--- src/rtl/cr16_uart_loader.sv ---
// UART program loader for the CR16 BRAM: receives a framed image on
// I_UART_RX and writes it word-by-word into BRAM port B, holding the core off.
//
// Ports:
//   I_CLK, I_NRESET     system clock, asynchronous active-low reset
//   I_UART_RX           8N1 serial line, idles high, LSB first
//   O_MEM_ADDRESS       port-B write address
//   O_MEM_DATA          port-B write data {hi, lo}
//   O_MEM_WRITE_ENABLE  one-cycle write strobe
//   O_CPU_HOLD          core must be disabled while high
//   O_DONE, O_ERROR     result of the last frame (levels)
module cr16_uart_loader #(
  parameter int          P_CLKS_PER_BIT  = 434,
  parameter int          P_ADDRESS_WIDTH = 10,
  parameter int          P_DATA_WIDTH    = 16,
  parameter logic [7:0]  P_SYNC_BYTE     = 8'hA5
) (
  input  logic                       I_CLK,
  input  logic                       I_NRESET,
  input  logic                       I_UART_RX,
  output logic [P_ADDRESS_WIDTH-1:0] O_MEM_ADDRESS,
  output logic [P_DATA_WIDTH-1:0]    O_MEM_DATA,
  output logic                       O_MEM_WRITE_ENABLE,
  output logic                       O_CPU_HOLD,
  output logic                       O_DONE,
  output logic                       O_ERROR
);

  localparam int LP_CW = $clog2(P_CLKS_PER_BIT);
  localparam logic [LP_CW-1:0] LP_FULL =
    LP_CW'(P_CLKS_PER_BIT - 1);
  localparam logic [LP_CW-1:0] LP_HALF =
    LP_CW'(P_CLKS_PER_BIT / 2 - 1);
  localparam logic [16:0] LP_MAX_WORDS =
    17'(1) << P_ADDRESS_WIDTH;

  typedef enum logic [1:0] {
    RX_IDLE, RX_START, RX_DATA, RX_STOP
  } rx_state_t;

  typedef enum logic [2:0] {
    F_IDLE, F_LEN_HI, F_LEN_LO,
    F_DATA_HI, F_DATA_LO, F_CHECK
  } f_state_t;

  logic             r_rx_meta;
  logic             r_rx_sync;
  logic             r_rx_prev;
  rx_state_t        r_rx_state;
  logic [LP_CW-1:0] r_cnt;
  logic [2:0]       r_bit_cnt;
  logic [7:0]       r_shift;
  logic             r_byte_valid;
  logic [7:0]       r_byte;
  logic             r_framing_err;

  f_state_t                  r_f_state;
  logic [7:0]                r_len_hi;
  logic [7:0]                r_data_hi;
  logic [15:0]               r_words_left;
  logic [7:0]                r_csum;
  logic [P_ADDRESS_WIDTH-1:0] r_addr;
  logic                      r_addr_inc;
  logic [P_ADDRESS_WIDTH-1:0] r_mem_addr;
  logic [P_DATA_WIDTH-1:0]    r_mem_data;
  logic                      r_mem_we;
  logic                      r_hold;
  logic                      r_done;
  logic                      r_error;

  logic [15:0] w_len;
  logic [7:0]  w_csum_next;

  assign w_len       = {r_len_hi, r_byte};
  assign w_csum_next = r_csum ^ r_byte;

  always_ff @(posedge I_CLK or negedge I_NRESET) begin
    if (!I_NRESET) begin
      r_rx_meta <= 1'b1;
      r_rx_sync <= 1'b1;
      r_rx_prev <= 1'b1;
    end else begin
      r_rx_meta <= I_UART_RX;
      r_rx_sync <= r_rx_meta;
      r_rx_prev <= r_rx_sync;
    end
  end

  always_ff @(posedge I_CLK or negedge I_NRESET) begin
    if (!I_NRESET) begin
      r_rx_state    <= RX_IDLE;
      r_cnt         <= '0;
      r_bit_cnt     <= '0;
      r_shift       <= '0;
      r_byte_valid  <= 1'b0;
      r_byte        <= '0;
      r_framing_err <= 1'b0;
    end else begin
      r_byte_valid  <= 1'b0;
      r_framing_err <= 1'b0;
      unique case (r_rx_state)
        RX_IDLE: begin
          if (r_rx_prev && !r_rx_sync) begin
            r_rx_state <= RX_START;
            r_cnt      <= '0;
          end
        end
        RX_START: begin
          if (r_cnt == LP_HALF) begin
            r_cnt     <= '0;
            r_bit_cnt <= '0;
            r_rx_state <= r_rx_sync ? RX_IDLE : RX_DATA;
          end else begin
            r_cnt <= r_cnt + LP_CW'(1);
          end
        end
        RX_DATA: begin
          if (r_cnt == LP_FULL) begin
            r_cnt     <= '0;
            r_shift   <= {r_rx_sync, r_shift[7:1]};
            r_bit_cnt <= r_bit_cnt + 3'd1;
            if (r_bit_cnt == 3'd7) r_rx_state <= RX_STOP;
          end else begin
            r_cnt <= r_cnt + LP_CW'(1);
          end
        end
        RX_STOP: begin
          if (r_cnt == LP_FULL) begin
            r_cnt      <= '0;
            r_rx_state <= RX_IDLE;
            if (r_rx_sync) begin
              r_byte_valid <= 1'b1;
              r_byte       <= r_shift;
            end else begin
              r_framing_err <= 1'b1;
            end
          end else begin
            r_cnt <= r_cnt + LP_CW'(1);
          end
        end
        default: r_rx_state <= RX_IDLE;
      endcase
    end
  end

  always_ff @(posedge I_CLK or negedge I_NRESET) begin
    if (!I_NRESET) begin
      r_f_state    <= F_IDLE;
      r_len_hi     <= '0;
      r_data_hi    <= '0;
      r_words_left <= '0;
      r_csum       <= '0;
      r_addr       <= '0;
      r_addr_inc   <= 1'b0;
      r_mem_addr   <= '0;
      r_mem_data   <= '0;
      r_mem_we     <= 1'b0;
      r_hold       <= 1'b0;
      r_done       <= 1'b0;
      r_error      <= 1'b0;
    end else begin
      r_mem_we   <= 1'b0;
      r_addr_inc <= 1'b0;
      // Address advances the cycle after its strobe.
      if (r_addr_inc) r_addr <= r_addr + P_ADDRESS_WIDTH'(1);
      if (r_framing_err && r_f_state != F_IDLE) begin
        r_error   <= 1'b1;
        r_f_state <= F_IDLE;
      end else if (r_byte_valid) begin
        unique case (r_f_state)
          F_IDLE: begin
            if (r_byte == P_SYNC_BYTE) begin
              r_done    <= 1'b0;
              r_error   <= 1'b0;
              r_hold    <= 1'b1;
              r_addr    <= '0;
              r_csum    <= '0;
              r_f_state <= F_LEN_HI;
            end
          end
          F_LEN_HI: begin
            r_len_hi  <= r_byte;
            r_csum    <= w_csum_next;
            r_f_state <= F_LEN_LO;
          end
          F_LEN_LO: begin
            r_csum       <= w_csum_next;
            r_words_left <= w_len;
            if ({1'b0, w_len} > LP_MAX_WORDS) begin
              r_error   <= 1'b1;
              r_f_state <= F_IDLE;
            end else if (w_len == 16'd0) begin
              r_f_state <= F_CHECK;
            end else begin
              r_f_state <= F_DATA_HI;
            end
          end
          F_DATA_HI: begin
            r_data_hi <= r_byte;
            r_csum    <= w_csum_next;
            r_f_state <= F_DATA_LO;
          end
          F_DATA_LO: begin
            r_csum       <= w_csum_next;
            r_mem_data   <= {r_data_hi, r_byte};
            r_mem_addr   <= r_addr;
            r_mem_we     <= 1'b1;
            r_addr_inc   <= 1'b1;
            r_words_left <= r_words_left - 16'd1;
            r_f_state    <= (r_words_left == 16'd1) ?
                            F_CHECK : F_DATA_HI;
          end
          F_CHECK: begin
            if (r_byte == r_csum) begin
              r_done <= 1'b1;
              r_hold <= 1'b0;
            end else begin
              r_error <= 1'b1;
            end
            r_f_state <= F_IDLE;
          end
          default: r_f_state <= F_IDLE;
        endcase
      end
    end
  end

  assign O_MEM_ADDRESS      = r_mem_addr;
  assign O_MEM_DATA         = r_mem_data;
  assign O_MEM_WRITE_ENABLE = r_mem_we;
  assign O_CPU_HOLD         = r_hold;
  assign O_DONE             = r_done;
  assign O_ERROR            = r_error;

endmodule

--- config.mk ---
export PLATFORM = sky130hd
export DESIGN_NAME = cr16_uart_loader
export DESIGN_NICKNAME = d
export VERILOG_FILES = /design/src/rtl/cr16_uart_loader.sv
export SDC_FILE = /design/constraint.sdc
export NUM_CORES = 1
export LEC_CHECK = 0
export CAP_MARGIN = 5
export CORE_AREA = 2 2 106 108
export DETAILED_ROUTE_END_ITERATION = 10
export DIE_AREA = 0 0 108 110
export GPL_TIMING_DRIVEN = 0
export PLACE_DENSITY = 0.84
export SYNTH_ARGS = -nofsm -noshare
export SYNTH_HDL_FRONTEND = slang
export SYNTH_SLANG_ARGS = --single-unit
--- constraint.sdc ---
create_clock -name I_CLK -period 6.65 [get_ports I_CLK]
set_clock_uncertainty 0.15 [all_clocks]
set_input_delay 0.9975 -clock I_CLK [delete_from_list [all_inputs] [get_ports I_CLK]]
set_output_delay 0.9975 -clock I_CLK [all_outputs]
set_load 0.02 [all_outputs]
### After elaboration in Yosys (flattened, before gate mapping)

Index checks and enable logic that the tools add are counted.
W data, S select, Z words.

* order comparisons: 1
* reduce and logical (&&, ||, !) cells: 27
* bitwise operators: 2
* $add $sub $neg: 4
* mux-type cells: 49
* equal/unequal tests: 24

Operators by type and width (number)
* $mux W10: 5
* $pmux W16 S2: 1
* $mux W9: 3
* $pmux W9 S3: 1
* $mux W3: 8
* $reduce_and A3 Y1: 6
* $mux W1: 17
* $eq A16 B1 Y1 const B: 1
* $gt A16 B11 Y1 const B: 1
* $logic_not A16 Y1: 1
* $pmux W8 S2: 1
* $sub A16 B1 Y16 const B: 1
* $pmux W3 S5: 1
* $reduce_and A5 Y1: 3
* $ne A2 B2 Y1 const B: 7
* $mux W2: 6
* $add A10 B1 Y10 const B: 1
* $reduce_bool A2 Y1: 5
* $add A9 B1 Y9 const B: 1
* $eq A3 B3 Y1 const B: 3
* $eq A9 B8 Y1 const B: 1
* $eq A9 B9 Y1 const B: 1
* $ne A3 B3 Y1 const B: 3
* $eq A8 B8 Y1: 1
* 23 further kinds: 28

* flip-flop bits (word level): 118
* input port bits: 3
* output and inout bits: 30

### Logic depth before layout (Yosys ltp)

Gate-level depths: netlist of the first run.

* depth after elaboration: 6
* gate-level depth with buffers: 9
* mapped depth without buffers: 6

### Worst setup path before layout of the first run

OpenSTA, ideal clock, no wires.

* path type: register to register
* start: register r_cnt[2]
* end: register r_shift[4]
* setup time: 0.125 ns
* period minus slack after synthesis: 2.259 ns
* buffers on the path: 2
* required time: 6.375 ns
* arrival: 1.984 ns
* setup slack: 4.391 ns
* cell stages (with the launch flop): 6
* cells stage by stage: dfrtp_1 or4b_4 or4_4 buf_6 buf_8 mux2_4

* word-level cells in the longest chain between the ends: 2

RTL lines
* start: declaration: line 50 `logic [LP_CW-1:0] r_cnt;`
* start signal: assignment: line 114 `r_cnt <= r_cnt + LP_CW'(1);`
* start signal: assignment: line 124 `r_cnt <= r_cnt + LP_CW'(1);`
* start signal: assignment: line 138 `r_cnt <= r_cnt + LP_CW'(1);`
* $eq A9 B9 Y1: line 118 `if (r_cnt == LP_FULL) begin`
* $reduce_and A2 Y1 (no line)
* end signal: assignment: line 120 `r_shift <= {r_rx_sync, r_shift[7:1]};`
* end: declaration: line 52 `logic [7:0] r_shift;`

No other way between the ends.
A chain may end at the register's enable or synchronous reset.

### Worst setup path after layout of the first run

* start: register r_byte[3]
* end: register r_addr[4]

* word-level cells in the longest chain between the ends: 5

RTL lines
* start: declaration: line 54 `logic [7:0] r_byte;`
* start signal: assignment: line 133 `r_byte <= r_shift;`
* $eq A8 B8 Y1: line 172 `if (r_byte == P_SYNC_BYTE) begin`
* $mux W10: line 172
* $mux W10: line 170 `unique case (r_f_state)`
* $mux W10: line 169 `end else if (r_byte_valid) begin`
* $mux W10: line 166 `if (r_framing_err && r_f_state != F_IDLE) begin`
* end signal: assignment: line 165 `if (r_addr_inc) r_addr <= r_addr + P_ADDRESS_WIDTH'(1);`
* end: declaration: line 62 `logic [P_ADDRESS_WIDTH-1:0] r_addr;`

No other way between the ends.

==> metrics.txt, run 1 <==
die area 11,900 um2; num rows 38; clk sinks ~120; Final Max Tran Viols 0; Hold Path Depth 0; Worst Hold Class reg2reg; Final Routed Wirelength between 10,000 and 15,000 um; CTS tree yes; setup slack after layout roughly 3800 ps; Die X roughly 110 um; nature of the critical path endpoint flip-flop; clock insertion delay at the later pin of the skew report around 520 ps; DR WL/cell about 18 um; Yosys cell types 63; # port buffers 32; Core ar. approximately 11,000 um2; Finished Layout Cells 799; Layout Utilization between 60 and 70%; synthesized cell area 5750 um2; Worst path max stage delay roughly 900 ps; Peak Freq 0.350 GHz; DR iter-0 viols 409; GR peak layer met2; RSZ-0062 raised after global routing false; CP delay by family, top simple AND/OR/NAND/NOR gates; Area Overhead vs Synth 19.4%; Yosys Warn Count 0; Fin. Hold Viols 0; dpl cells 767; static leakage ~0.0032 uW; Worst setup SP type flip-flop; share of the synthesized area in the top cell type 50.0%; initial core utilization a little over half; Mean Syn Cell Area 9.69 um2; diode count 0; cell taking the most area after synthesis dfrtp_1; via count 4,864; Peak VDD IR ~220 uV; vias per cell approximately 6.1; CP Cell Sequence clkbuf_1 > nor4_1 > nand3_1 > nor2_1 > nor2_1; H-tree levels 4; Synth Flop Type dfrtp_1; Detail Placement HPWL 9110 um; CTS Root Cell clkbuf_8; status completed; Power per Cell Area 261 nW/um2; CTS resizes 0; most frequent cells in the layout nand2_1, dfrtp_1, nor2_1; GRT overflow 0; fin nets approximately 660; CP max-delay cell nor4_1; share of cells above drive strength 1 between 10% and 20%; setup total negative slack 0 ps; asr flop ratio synth 100%; M2 GR Usage 43.6%; synth top area cells dfrtp_1, nand2_1, mux2_2, nor2_1, o21ai_0; Critical Path AT 3080 ps; Critical Path Stages 5; initial antenna violation count 0; worst setup path class reg2reg; largest net degree at the start of global routing between 60 and 70; Design Power about 1800 uW; EDFF count, synth 0; CTS Buf Count 17; Final setup viols 0; overall routing resource usage about a quarter; hold buffer count at CTS 0; global routing usage on met3 between 4 and 5%; met1 Usage GRT 33.0%; # DRC 0; Placer Congestion 0.835; minimum clock period about 2900 ps; worst-case reg-to-reg path depth 5; first-pass GRT wire length 24,000 um; clk buf depth 2; Worst-Margin Slew roughly 1100 ps; pre-CTS WS just under 4000 ps; Die Ht 110 um; Seq cells post-synth 118; first-pass detailed-route iteration total 5; io pins 33; CP required between 6000 and 7000 ps; vias in the first global route ~4,800; fin crit share a little over two fifths; max-slew headroom at the worst pin 27.9%; max_cap viols 0; Crit Path Max Fanout 10; most frequent CP cell nor2_1; synthesized net count 605; Critical path buffers and inverters 1; post-CTS setup buffer count 0; most common cell after layout, fill and taps aside nand2_1; Post-Syn Instances between 500 and 600; register area share after synthesis between 50% and 60%; clock-pin slew on the worst setup and hold paths about 60 ps; post-route ant nets 0
==> cell usage after synthesis (5+ instances only) <==
master and n:
a211oi_1 6, mux2_2 28, buf_2 7, nor3_1 20, a2bb2oi_1 5, a21oi_1 18
ha_1 8, nand2b_1 9, clkbuf_1 25, nand2_1 121, nor2_1 37, nand3_1 14
nand4_1 11, o211ai_1 5, a31oi_1 9, xnor2_1 12, o22ai_1 17, dfrtp_1 115
inv_1 18, o21ai_0 23, nor4_1 10
==> through the flow <==
step	area, um2	hold WS [ps]
floorplan	5750	195
global placement	6250	199
detailed placement	6270	199
CTS	6870	212
global route	6870	213
finish	6870	210
==> where the power goes <==
group | leakage [uW] | internal (uW) | total, uW | switching [uW]
registers | 0.00163 | 736 | 763 | 26.6
clock network | 0.000287 | 555 | 918 | 364
logic | 0.00123 | 37.2 | 113 | 76.0
total | 0.00315 | 1330 | 1790 | 466
==> cell families (layout without fill, tap and decap cells) <==
family | count (synthesis) | after routing | synth area share [%]
buffers and inverters | 55 | 120 | 4.07
flip-flops | 118 | 118 | 51.4
XOR/XNOR | 15 | 15 | 2.28
AND/OR/NAND/NOR | 258 | 258 | 21.6
multiplexers | 33 | 33 | 6.70
adder cells (fa/ha/maj) | 8 | 8 | 1.74
AO/OA/AOI/OAI | 107 | 107 | 12.2
==> path summary, 6_finish.rpt <==
path | to | slack, ps | startpoint
max | r_addr[4]$_DFF_PN0_ | 3790 | r_byte[3]$_DFFE_PN0P_
max reg2reg | r_addr[4]$_DFF_PN0_ | 3790 | r_byte[3]$_DFFE_PN0P_
max in group asynchronous | r_rx_sync$_DFF_PN1_ | 5090 | I_NRESET
min reg2reg | r_rx_sync$_DFF_PN1_ | 210 | r_rx_meta$_DFF_PN1_
min in group asynchronous | r_len_hi[6]$_DFFE_PN0P_ | 460 | I_NRESET
min | r_rx_sync$_DFF_PN1_ | 210 | r_rx_meta$_DFF_PN1_
==> sequential cells by signal, indices dropped and copies added, names as in the netlist, named ones only <==
register	count
r_cnt	9
r_framing_err	1
r_byte	8
r_byte_valid	1
O_MEM_DATA	16
r_bit_cnt	3
r_rx_meta	1
O_CPU_HOLD	1
r_shift	8
r_rx_state	1
O_MEM_WRITE_ENABLE	1
r_len_hi	8
r_csum	8
O_DONE	1
r_f_state	3
O_MEM_ADDRESS	10
r_rx_prev	1
O_ERROR	1
r_rx_sync	1
r_words_left	16
r_data_hi	8
r_addr	10
==> area by class of cell <==
cell class,instances,area (um2)
Fill cell,799,3830
Sequential cell,118,2960
Multi-Input combinational cell,421,2560
Clock buffer,18,428
Timing Repair Buffer,33,345
Tap cell,140,175
Clock inverter,14,168
Buffer,36,163
Inverter,19,71.3
==> metal layers <==
| metal | vias up | share of wire (%) | wire length (um) |
|---|---|---|---|
| li1 | 2205 | - | - |
| met1 | 2406 | 41 | 6030 |
| met2 | 217 | 50 | 7320 |
| met3 | 36 | 5.9 | 857 |
| met4 | 0 | 2.4 | 354 |
| met5 | - | 0 | 0 |
(Power assumes the default switching activity.)
==> inputs of run 2 (changes only) <==
Clock period 6.65 ns to 2.95 ns, I/O delays scaled along.
==> metrics.txt, run 2 (synthesized netlist as in run 1, its figures left out) <==
RSZ-0062 raised after global routing false; GRT overflow 0; DR iter-0 viols ~440; Crit Path Max Fanout 10; worst hold margin about 180 ps; first-pass detailed-route iteration total 5; Worst Hold Class in2reg; pre-CTS WS 275 ps; CP required 3180 ps; vias in the first global route approximately 4,800; # port buffers 32; via count slightly below 5,000; static leakage about 0.0032 uW; clock insertion delay at the later pin of the skew report 520 ps; post-CTS setup buffer count 0; post-route ant nets 0; Peak Freq 0.378 GHz; num rows 38; minimum clock period approximately 2600 ps; Final setup viols 0; worst setup path class reg2reg; vias per cell approximately 6.0; Final Routed Wirelength 14,600 um; first-pass GRT wire length ~24,000 um; Power per Cell Area slightly below 600 nW/um2; initial antenna violation count 0; Placer Congestion about 0.83; initial core utilization 53.8%; setup slack after layout between 300 and 400 ps; CTS tree yes; io pins 33; # DRC 0; share of cells above drive strength 1 a little over an eighth; Die Ht between 100 and 150 um; max-slew headroom at the worst pin roughly 28%; Detail Placement HPWL 9110 um; setup total negative slack 0 ps; status completed; largest net degree at the start of global routing 68; die area 11,900 um2; diode count 0; Filler Cells Inserted about 800; Final Max Tran Viols 0; clock-pin slew on the worst setup and hold paths approximately 60 ps; CTS Buf Count 17; most frequent cells in the layout nand2_1, dfrtp_1, nor2_1; fin crit share between 80% and 90%; Die X ~110 um; DR WL/cell 18.2 um; nature of the critical path endpoint flip-flop; Reg2Reg Setup Slack about 300 ps; clk buf depth 2; Worst-Margin Slew 1070 ps; Critical Path AT roughly 2900 ps; Core ar. between 10,000 and 15,000 um2; CTS Root Cell clkbuf_8; clk sinks between 100 and 150; Fin. Hold Viols 0; Worst setup SP type flip-flop; fin nets 658; overall routing resource usage 25.9%; max_cap viols 0; Area Overhead vs Synth 19.7%; most common cell after layout, fill and taps aside nand2_1; Peak VDD IR about 500 uV; H-tree levels 4
## run 2: cell types whose count changed in the layout (fill, tap and decap cells not counted), sizes merged
cell         before  now
dlygate4sd3       0    1
## run 2: report_power, final
part           internal [uW]  switching (uW)
Sequential              1660            59.8
Combinational           84.7             171
Clock                   1250             821
## run 2: timing repair
action,4_1_cts,5_1_grt
endpoints found under the setup margin,0,13
gates resized for setup,0,1
hold buffers,1,0
hold endpoints to repair,65,0
## run 2: worst paths after layout
| kind | startpoint | end | depth (start not counted) |
|---|---|---|---|
| max | r_f_state[1]$_DFFE_PN0P_ | r_csum[1]$_DFFE_PN0P_ | 6 |
| min | I_UART_RX | r_rx_meta$_DFF_PN1_ | 1 |
| max reg2reg | r_f_state[1]$_DFFE_PN0P_ | r_csum[1]$_DFFE_PN0P_ | 6 |
| min reg2reg | r_rx_meta$_DFF_PN1_ | r_rx_sync$_DFF_PN1_ | 0 |
| max in group asynchronous | I_NRESET | r_rx_sync$_DFF_PN1_ | 3 |
| min in group asynchronous | I_NRESET | r_len_hi[6]$_DFFE_PN0P_ | 2 |
## run 2: final cells by class
class                           count  area [um2]  area share (%)
Inverter                           19        71.3            1.04
Clock inverter                     14         168            2.44
Timing Repair Buffer               34         355            5.16
Clock buffer                       18         428            6.21
Multi-Input combinational cell    421        2570            37.3
Tap cell                          140         175            2.54
Buffer                             36         163            2.36
Sequential cell                   118        2960            42.9
## run 2: through the flow
stage	instance area (um2)	cells	utilization [%]	power (uW)
2_1_floorplan	5750	594	-	1890
3_3_place_gp	6250	766	58.4	1970
3_5_place_dp	6270	767	58.6	2000
4_1_cts	6880	800	64.3	4060
5_1_grt	6890	800	64.4	4170
6_report	6890	800	64.4	4050
## run 2: critical path, stage by stage (launching register included)
cell and delay (ps):
dfrtp_1 430, clkbuf_1 270, nor3_1 730, nand4_1 290
clkbuf_1 290, a31oi_1 230, o22ai_1 120
## run 2: routing by layer
metal	track usage (%)	vias to the layer above	part of all wire [%]
li1	-	2209	-
met1	33.0	2325	40
met2	43.6	248	50
met3	5.00	41	6.9
met4	10.8	0	2.6
met5	0	-	0
==> variant 1, RTL diff (config.mk and constraints of run 2) <==
Re-encode `rx_state_t` (4 states) as one-hot, 4 bits wide.
--- a/src/rtl/cr16_uart_loader.sv
+++ b/src/rtl/cr16_uart_loader.sv
@@ -36,4 +36,4 @@
 
-  typedef enum logic [1:0] {
-    RX_IDLE, RX_START, RX_DATA, RX_STOP
+  typedef enum logic [3:0] {
+    RX_IDLE = 4'b0001, RX_START = 4'b0010, RX_DATA = 4'b0100, RX_STOP = 4'b1000
   } rx_state_t;
Function: no difference found for any inputs over 10 cycles, from zero or initial values and one cycle with I_NRESET low; not proved beyond that.
==> variant 1 against run 2 <==
- synthesized area up 0.17%
- die area stayed put
- critical path depth shrank 1
- sequential cell count is 2 higher
- power up 7.8%
- routed wire length is 11% lower
- setup slack improved by 0.29 ns
- fmax is 12% higher
- design area increased by 0.73%
==> variant 1: results (changes against run 2) <==
Run status
  • Status: completed (unchanged)

Power and ir drop
  • Worst vdd ir: 0.559 mV (was 0.505 mV)
  • Share of total power consumed by net switching: 0.239 (was 0.260)
  • Clock network power: 0.00222 W (was 0.00207 W)

GRT
  • Vias in the first global route: 4500 (was 4835)
  • Pin count of the biggest net entering global routing: 76 (was 68)
  • First-pass GRT wire length: 21300 um (was 24000 um)

STA
  • Worst rel slew slack: 0.470 (was 0.284)

Synth
  • Top cells by area in the synthesized netlist: sky130_fd_sc_hd__dfrtp_1, sky130_fd_sc_hd__mux2_2, sky130_fd_sc_hd__o21ai_0 (was sky130_fd_sc_hd__dfrtp_1, sky130_fd_sc_hd__nand2_1, sky130_fd_sc_hd__mux2_2)
  • Synth Net Count: 548 (was 605)
  • Share of the yosys chip area belonging to registers: 0.522 (was 0.514)
  • Mean Syn Cell Area: 10.7 um^2 (was 9.69 um^2)
  • Most instantiated cells after synthesis: sky130_fd_sc_hd__dfrtp_1, sky130_fd_sc_hd__nor2_1, sky130_fd_sc_hd__mux2_2 (was sky130_fd_sc_hd__nand2_1, sky130_fd_sc_hd__dfrtp_1, sky130_fd_sc_hd__nor2_1)

Drt
  • Detail-routed via count per cell: 6.02 (was 6.03)
  • Average detailed-routed wire length per instance: 17.4 um (was 18.2 um)

Place
  • Placer Congestion: 0.876 (was 0.835)
  • DPL Wire Length: 8430 um (was 9110 um)
  • Placed cell count: 710 (was 767)

Cells and area
  • Number of non-clock buffers: 61 (was 70)
  • Clock network share of area: 0.0920 (was 0.0865)
  • Clock buffer count: 17 (was 18)
  • Seq/total area: 0.434 (was 0.429)
  • Fillers: 759 (was 797)

Critical path
  • Worst Reg2Reg Path Length in Cells: 5 (was 6)
  • Crit. Startpoint: r_framing_err (was r_f_state[1])
==> variant 1: logic make-up after synthesis <==
family,share of synthesized area
simple gates,0.170
compound gates,0.131
flops,0.522
mux,0.101
xor+xnor,0.0274
fa+ha+maj,0.0193
buf+inv,0.0289
==> variant 1: routing by layer <==
| layer | routed length, um | up-vias | global-route usage |
|---|---|---|---|
| li1 | - | 2048 | - |
| met1 | 5270 | 2219 | 0.275 |
| met2 | 6630 | 175 | 0.399 |
| met3 | 692 | 34 | 0.0594 |
| met4 | 329 | 0 | 0.0998 |
| met5 | 0 | - | 0 |
==> variant 1: per-stage QoR <==
stage               area (um^2)  TNS, ns  utilization  hold slack (ns)  total power [W]
floorplan                  5760        0            -         -0.00309          0.00205
global placement           6260  -372.96        0.585            0.198          0.00214
detailed placement         6290        0        0.588            0.198          0.00217
CTS                        6940        0        0.648            0.165          0.00439
global route               6940        0        0.648            0.182          0.00453
finish                     6940        0        0.648            0.185          0.00436
==> variant 2, RTL diff (config.mk and constraints of run 2) <==
Without the edit above. The parameter `P_ADDRESS_WIDTH` goes from 10 to 9.
--- a/src/rtl/cr16_uart_loader.sv
+++ b/src/rtl/cr16_uart_loader.sv
@@ -13,3 +13,3 @@
   parameter int          P_CLKS_PER_BIT  = 434,
-  parameter int          P_ADDRESS_WIDTH = 10,
+  parameter int          P_ADDRESS_WIDTH = 9,
   parameter int          P_DATA_WIDTH    = 16,
Interface: changed (resized O_MEM_ADDRESS); port bits go from 33 to 32. No check against the original RTL was run, so the function may have changed too.
==> variant 2 against run 2 <==
- non-clock buffer count fell by 13
- power rose by 0.46%
- routed wire length fell by 13%
- synthesized area fell by 3.2%
- setup slack improved by 0.19 ns
- die area did not move
- design area fell by 2.8%
- sequential cell count fell by 2
- critical path type unchanged
- critical endpoint is now r_csum[2]
- largest cell class unchanged
- largest power group unchanged
==> variant 2: results (changes against run 2) <==
STA
  • Final-layout worst hold slack: 0.176 ns (was 0.179 ns)
  • Slew @ Worst Pin: 0.961 ns (was 1.07 ns)
  • Highest attainable clock frequency: 0.408 GHz (was 0.378 GHz)

Place
  • Input/output buffers: 31 (was 32)
  • Dpl cell area: 0.00608 mm^2 (was 0.00627 mm^2)
  • DPL Wire Length: 8200 um (was 9110 um)
  • Worst-case setup slack after placement: 0.600 ns (was 0.275 ns)
  • Placer Congestion: 0.926 (was 0.835)

Cells and area
  • Final-stage net count: 570 (was 658)
  • Fillers: 761 (was 797)
  • Fraction of final layout cells sized beyond drive strength 1: 0.140 (was 0.130)

Synth
  • Most instantiated cells after synthesis: sky130_fd_sc_hd__dfrtp_1, sky130_fd_sc_hd__nor2_1, sky130_fd_sc_hd__mux2_1 (was sky130_fd_sc_hd__nand2_1, sky130_fd_sc_hd__dfrtp_1, sky130_fd_sc_hd__nor2_1)
  • Cell variety after synth: 62 (was 63)
  • Share of the yosys chip area belonging to registers: 0.522 (was 0.514)
  • Synth Net Count: 518 (was 605)

Clocking
  • CTS clk-pin slew, worst paths: 0.05 ns
  • Worst skew pair latency: 0.53 ns

Critical path
  • Worst reg-to-reg setup slack: 0.50 ns (was 0.31 ns)
  • Crit. Startpoint: r_byte[2] (was r_f_state[1])
  • Worst endpoint data arrival time: 2.74 ns (was 2.88 ns)
  • Critical R2R Capture: r_csum[2] (was r_csum[1])

Drt
  • Drt initial violations: 340 (was 438)
  • Total iterations of the first detailed-routing run: 8 (was 5)
  • Average detailed-routed wire length per instance: 17.9 um (was 18.2 um)
  • Detail-routed via count per cell: 5.98 (was 6.03)

Power and ir drop
  • Worst vdd ir: 0.595 mV (was 0.505 mV)
  • Lkg Pwr: 3.13 nW (was 3.16 nW)
  • Switching power total: 0.000928 W (was 0.00105 W)

GRT
  • First-pass GRT wire length: 21600 um (was 24000 um)
  • Vias in the first global route: 4292 (was 4835)
  • Total global-route track usage: 0.237 (was 0.259)

Run status
  • Status: completed (unchanged)

Hold path
  • Hold Path Stages: 1 (unchanged)
## variant 2: timing repair
item                      in CTS  in global routing
gates resized for setup        0                  0
hold endpoints to repair      46                  0
hold buffers                   1                  0
## variant 2: layer usage
metal / wire, um / vias to the layer above / global-route usage
li1: - / 1942 / -
met1: 5290 / 2123 / 0.302
met2: 6410 / 167 / 0.387
met3: 708 / 25 / 0.0664
met4: 309 / 0 / 0.0962
met5: 0 / - / 0
## variant 2: worst max path at each step
stage                            endpoint  cells past startpoint
final                           r_csum[2]                      6
after global routing           r_shift[5]                      7
after CTS                       r_csum[4]                      6
after detailed placement       r_shift[6]                      7
after global placement    r_words_left[9]                      1
after floorplan                   O_ERROR                      5
## variant 2: kinds of logic (layout without fill, tap and decap cells)
logic type / count (synthesis) / in the layout / share of synthesized area
buffers and inverters: 40 / 105 / 0.0285
adders and majority gates: 8 / 8 / 0.0180
muxes: 61 / 61 / 0.122
and+or+nand+nor: 158 / 158 / 0.162
AOI/OAI and AO/OA: 107 / 107 / 0.120
xor gates and xnor gates: 17 / 17 / 0.0267
DFF: 116 / 116 / 0.522
## variant 2: worst max-delay path, stage by stage, from the launching register on
cell                       delay [ns]
sky130_fd_sc_hd__dfrtp_1         0.36
sky130_fd_sc_hd__clkbuf_1        0.27
sky130_fd_sc_hd__nand4_1         0.36
sky130_fd_sc_hd__nor4_4          0.06
sky130_fd_sc_hd__o311ai_2        0.83
sky130_fd_sc_hd__o21ai_1         0.19
sky130_fd_sc_hd__o21ai_1         0.14
## variant 2: final cells by class
cell class	instances	area (um^2)	share of cell area
inverter	16	60.1	0.00897
clock inverter	11	158	0.0235
multi-input combinational	351	2500	0.374
sequential	116	2910	0.434
clock buffer	21	449	0.0671
buffer	24	98.8	0.0148
timing repair buffer	33	345	0.0516
tap	140	175	0.0262
## variant 2: per-stage QoR
step,total power (W),util,cells
4_1_cts,0.00408,0.626,712
2_1_floorplan,0.00188,-,507
3_3_place_gp,0.00195,0.566,678
3_5_place_dp,0.00198,0.568,679
6_report,0.00406,0.626,712
5_1_grt,0.00421,0.626,712
## variant 2: power by group through the flow
| stage | Combinational, W | Sequential [W] | Clock, W |
|---|---|---|---|
| 6_report | 0.000280 | 0.00168 | 0.00210 |
| 4_1_cts | 0.000283 | 0.00168 | 0.00212 |
| 3_3_place_gp | 0.000250 | 0.00170 | 0 |
| 2_1_floorplan | 0.000187 | 0.00169 | 0 |
| 3_5_place_dp | 0.000276 | 0.00170 | 0 |
| 5_1_grt | 0.000321 | 0.00168 | 0.00220 |
